$ cat src/rtl/dec2bin_if.sv
// Request/result bundle for the sequential BCD-to-binary converter.
// Level handshake: start is sampled only while done=1 in IDLE; done drops on the capture edge and
// rises together with valid dout/err; start must return low before another conversion can begin.
interface dec2bin_if #(
  parameter int DIGITS = 4,
  parameter int OUT_W  = 16
);
  logic                  start;
  logic [4*DIGITS-1:0]   din;
  logic                  done;
  logic [OUT_W-1:0]      dout;
  logic                  err;
  logic [1:0]            fsm_state;

  modport master (output start, din, input done, dout, err, fsm_state);
  modport slave  (input start, din, output done, dout, err, fsm_state);
endinterface

$ cat src/rtl/dec2bin.sv
// Packed BCD to unsigned binary, one digit per clock, MSD first, acc = acc*10 + digit.
// Digits above 9 are clamped to 9 and reported on err for that conversion.
module dec2bin #(
  parameter int DIGITS = 4,
  parameter int OUT_W  = 16
) (
  input  logic     clk,
  input  logic     rst,
  dec2bin_if.slave bus
);

  typedef enum logic [1:0] {
    IDLE  = 2'd0,
    ACCUM = 2'd1,
    HOLD  = 2'd2
  } state_t;

  localparam int SR_W = 4 * DIGITS;

  state_t            state, state_nx;
  logic [SR_W-1:0]   sr;
  logic [OUT_W-1:0]  acc;
  logic [OUT_W-1:0]  acc_next;
  logic [2:0]        cnt;
  logic              err_acc;
  logic [OUT_W-1:0]  dout_r;
  logic              err_r;
  logic [3:0]        digit;
  logic [3:0]        digit_eff;
  logic              digit_bad;
  logic              last;

  assign digit     = sr[SR_W-1 -: 4];
  assign digit_bad = (digit > 4'd9);
  assign digit_eff = digit_bad ? 4'd9 : digit;
  assign acc_next  = (acc << 3) + (acc << 1) + OUT_W'(digit_eff);
  assign last      = (cnt == 3'(DIGITS - 1));

  always_ff @(posedge clk or posedge rst) begin
    if (rst) state <= IDLE;
    else     state <= state_nx;
  end

  always_comb begin
    state_nx = state;
    case (state)
      IDLE:    if (bus.start) state_nx = ACCUM;
      ACCUM:   if (last)      state_nx = HOLD;
      HOLD:    if (!bus.start) state_nx = IDLE;
      default: state_nx = IDLE;
    endcase
  end

  always_ff @(posedge clk or posedge rst) begin
    if (rst) begin
      sr      <= '0;
      acc     <= '0;
      cnt     <= '0;
      err_acc <= 1'b0;
      dout_r  <= '0;
      err_r   <= 1'b0;
    end else begin
      case (state)
        IDLE: begin
          if (bus.start) begin
            sr      <= bus.din;
            acc     <= '0;
            cnt     <= '0;
            err_acc <= 1'b0;
          end
        end
        ACCUM: begin
          acc     <= acc_next;
          sr      <= sr << 4;
          cnt     <= cnt + 3'd1;
          err_acc <= err_acc | digit_bad;
          // Outputs move only on the final digit so no partial result is ever visible.
          if (last) begin
            dout_r <= acc_next;
            err_r  <= err_acc | digit_bad;
          end
        end
        default: ;
      endcase
    end
  end

  assign bus.done      = (state == IDLE) || (state == HOLD);
  assign bus.dout      = dout_r;
  assign bus.err       = err_r;
  assign bus.fsm_state = state;

endmodule

$ cat src/flat_wrapper.sv
// flat-port wrapper written by rule: the top's interface ports become plain ports
module dec2bin_flat 
#(
  parameter int DIGITS = 4,
  parameter int OUT_W  = 16
)
  (clk, rst, bus_start, bus_din, bus_done, bus_dout, bus_err, bus_fsm_state);
  dec2bin_if #(.DIGITS(DIGITS), .OUT_W(OUT_W)) bus_i ();
  input  logic clk;
  input  logic rst;
  input wire logic [$bits(bus_i.start)-1:0] bus_start;
  input wire logic [$bits(bus_i.din)-1:0] bus_din;
  output wire logic [$bits(bus_i.done)-1:0] bus_done;
  output wire logic [$bits(bus_i.dout)-1:0] bus_dout;
  output wire logic [$bits(bus_i.err)-1:0] bus_err;
  output wire logic [$bits(bus_i.fsm_state)-1:0] bus_fsm_state;
  assign bus_i.start = bus_start;
  assign bus_i.din = bus_din;
  assign bus_done = bus_i.done;
  assign bus_dout = bus_i.dout;
  assign bus_err = bus_i.err;
  assign bus_fsm_state = bus_i.fsm_state;
  dec2bin #(.DIGITS(DIGITS), .OUT_W(OUT_W)) u_core (.clk(clk), .rst(rst), .bus(bus_i));
endmodule
$ cat config.mk
export PLATFORM = sky130hd
export DESIGN_NAME = dec2bin_flat
export DESIGN_NICKNAME = d
export VERILOG_FILES = /design/src/rtl/dec2bin_if.sv /design/src/rtl/dec2bin.sv /design/src/flat_wrapper.sv
export SDC_FILE = /design/constraint.sdc
export NUM_CORES = 1
export LEC_CHECK = 0
export ABC_AREA = 1
export CAP_MARGIN = 0
export CORE_MARGIN = 2
export CORE_UTILIZATION = 40
export CTS_CLUSTER_DIAMETER = 200
export DETAILED_ROUTE_END_ITERATION = 10
export GPL_TIMING_DRIVEN = 1
export SLEW_MARGIN = 20
export SYNTH_ARGS = -nofsm -noshare
export SYNTH_HDL_FRONTEND = slang
export SYNTH_SLANG_ARGS = --single-unit
$ cat constraint.sdc
create_clock -name clk -period 3.1 [get_ports clk]
set_input_delay 0.62 -clock clk [delete_from_list [all_inputs] [get_ports clk]]
set_output_delay 0.62 -clock clk [all_outputs]
set_load 0.01 [all_outputs]
==> results.md <==
- Layout cells sized above 1: under 10%
- Clock sinks: 54
- Initial core utilization: about 41%
- Fraction of registers with async set/reset: 100%
- Post-synthesis sequential area ratio: between 40% and 50%
- Multi-input gate area: roughly 0.0016 mm2
- Final-report setup violation count: 0
- Cell with the most instances after synthesis: nand2_1
- Largest family of logic cells by synthesized area: simple AND/OR/NAND/NOR gates
- H-tree Lvls: 2
- Sequential cell area: around 0.0014 mm2
- Yosys Warn Count: 0
- Yosys top cell area share: between 40 and 50%
- Synth Area in Adders: a little under an eighth
- Cell Chain, Critical Path: fa_1 -> inv_1 -> fa_1 -> nor2_1 -> nor2_1 -> o21ai_1 -> xor2_1 -> nand2_1 -> nand2_1
- Post-synthesis mux area share: 0%
- Synth Net Count: around 460
- DR WL/cell: around 13 um
- DR vias: 2,648
- Largest fanout on the critical path: 3
- Clk_skew: 0.0122 ns
- Critical Path Source Type: flop
- Synth area leaders: dfrtp_1 41%, nand2_1 14%, ha_1 11%
- # port buffers: 38
- Synth unique cells: 29
- Fill count: 861
- Number of synthesized flops with an enable pin: 0
- Fmax: ~430 MHz
- Post-route DRC violation count: 0
- Critical path startpoint: u_core.acc[0]$_DFFE_PP0P_
- Critical path class: reg -> reg
- Hold Fails Final Rpt: 0
- Largest net degree at the start of global routing: 55
- Post-synthesis cell count: ~410
- Cell family contributing the most delay on the critical path: adder cells
- Antenna violations before repair: 0
- Reg clk slew, reported paths: approximately 0.11 ns
- Post-Synth XOR/XNOR Area: between 1 and 1.5%
- Mapped Area: between 0.003 and 0.004 mm2
- Post-Synth Simple-Gate Area: a little under a quarter
- WP buf/inv: 1
- Final HPWL from detailed placement: ~5400 um
- Hold WC Path Type: reg -> reg
- Slowest-stage cell, CP: fa_1
- Synth Area in Compound Gates: approximately an eighth
- Max-cap violation count: 0
- Rel. slew slack: 63.1%
- Root Buffer Master: clkbuf_8
- Hold path startpoint: u_core.bus.dout[15]$_DFFE_PP0P_
- Initial DRT Pass Iterations: 4
- Chip height: between 90 and 100 um
- DRT iter0 DRCs: between 100 and 150
- Clock buffer depth: 2
- Post-cts resize count: 0
- Area Growth Syn to Fin: 16.2%
- Fin crit period: 2.33 ns
- Crit share post-route: roughly three quarters
- Pins Over Slew Limit: 0
- WP data required: around 3.4 ns
- Top Ports: 39
- Antenna-violating nets left: 0
- Overall routed net length: slightly above 7000 um
- Die X: roughly 95 um
- Skew-Pair Late Insertion Delay: around 0.32 ns
- Gp weighted congestion: a little under 0.9
- Status: finished clean
- Clock buffer count from CTS: 5
- Post-synth top cells: 123 x nand2_1, 61 x inv_1, 54 x dfrtp_1, 28 x ha_1, 25 x nand3_1
- Antenna cell count: 0
- Post-CTS setup buffers: 0
- Core Footprint: about 0.0081 mm2
- Dominant cell type by area after synthesis: dfrtp_1
- Final TNS setup: 0 ns
- Worst r2r src: u_core.acc[0]$_DFFE_PP0P_
- GR Util All Layers: 18.0%
- CTS tree: yes
- First-pass GRT wire length: 12,600 um
- Gr ovfl total: 0
- CP peak stage delay: roughly 0.57 ns
- Worst Setup End Kind: flop
- Most common flop cell mapped by yosys: dfrtp_1
- Final hold slack: between 0.4 and 0.5 ns
- Worst-margin pin slew: ~0.55 ns
- Number of synthesized register bits: 54
- Fin nets: slightly below 500
- Cell Rows: 33
- Worst Path Arrival: between 2 and 3 ns
- Number of global-route vias before repair: roughly 2,700
- Hold Buf Count CTS: 0
- RSZ-0062 raised after global routing: no
- Post-Syn Area per Cell: 8.08 um2
- Vias/cell: between 4 and 5
- Die area: about 0.009 mm2
==> sequential cells by signal (all words and copies together) (netlist names) <==
name / cells
u_core.sr: 16
u_core.err_acc: 1
u_core.acc: 15
u_core.bus.err: 1
u_core.bus.fsm_state: 2
u_core.bus.dout: 16
u_core.cnt: 3
==> tightest hold or removal path, stage by stage, from the launching register on <==
cell	delay (ns)
dfrtp_1	0.36
nand2_1	0.05
nand2_1	0.05
==> logic make-up (layout without fill, tap and decap cells) <==
family                     Yosys count  count (layout)
AOI/OAI and AO/OA                   66              66
DFF                                 54              54
adders and majority gates           30              30
xor gates and xnor gates             5               5
and+or+nand+nor                    177             177
buffers and inverters               75             111
==> final timing paths <==
| kind | end | slack, ns | depth (start not counted) |
|---|---|---|---|
| worst max-delay path | u_core.acc[8]$_DFFE_PP0P_ | 0.77 | 9 |
| worst min-delay path | u_core.bus.dout[15]$_DFFE_PP0P_ | 0.49 | 2 |
| worst max register to register | u_core.acc[8]$_DFFE_PP0P_ | 0.77 | 9 |
| worst min register to register | u_core.bus.dout[15]$_DFFE_PP0P_ | 0.49 | 2 |
| max in group asynchronous | u_core.acc[5]$_DFFE_PP0P_ | 2.17 | 3 |
| min in group asynchronous | u_core.sr[1]$_DFFE_PP0P_ | 0.66 | 3 |
==> routing by layer <==
layer | up-vias | global-route usage [%] | part of all wire, %
li1 | 1373 | - | -
met1 | 1230 | 22.5 | 46
met2 | 35 | 32.2 | 50
met3 | 10 | 2.47 | 2.4
met4 | 0 | 5.19 | 1.6
met5 | - | 0 | 0
==> cell usage in the layout, fill, tap and decap left out, types with 3 or more instances in the layout <==
master	count
xor2_1	4
o21ai_1	8
ha_1	28
nand4_1	4
o21ai_2	11
nand2_1	123
a21oi_1	21
nor2_1	17
nand3_1	25
inv_2	3
clkbuf_8	5
clkdlybuf4s50_1	38
inv_1	60
o21ai_0	20
dfrtp_1	54
nor2_8	3
==> per-stage QoR <==
| stage | util (%) | setup slack [ns] | area [um2] | cells |
|---|---|---|---|---|
| 2_1_floorplan | - | 0.970 | 3290 | 407 |
| 3_3_place_gp | 46.2 | 0.869 | 3740 | 541 |
| 3_5_place_dp | 46.2 | 0.818 | 3740 | 541 |
| 4_1_cts | 47.2 | 0.784 | 3820 | 548 |
| 5_1_grt | 47.2 | 0.600 | 3820 | 548 |
| 6_report | 47.2 | 0.773 | 3820 | 548 |
==> area by class of cell <==
class	instances	area share [%]
Clock buffer	5	1.80
Clock inverter	2	0.360
Inverter	65	6.52
Multi-Input combinational cell	278	42.0
Sequential cell	54	35.4
Tap cell	105	3.44
Timing Repair Buffer	39	10.5
Power is not shown: default switching activity piles up to over one toggle a cycle in this logic, so the estimate is an artifact.
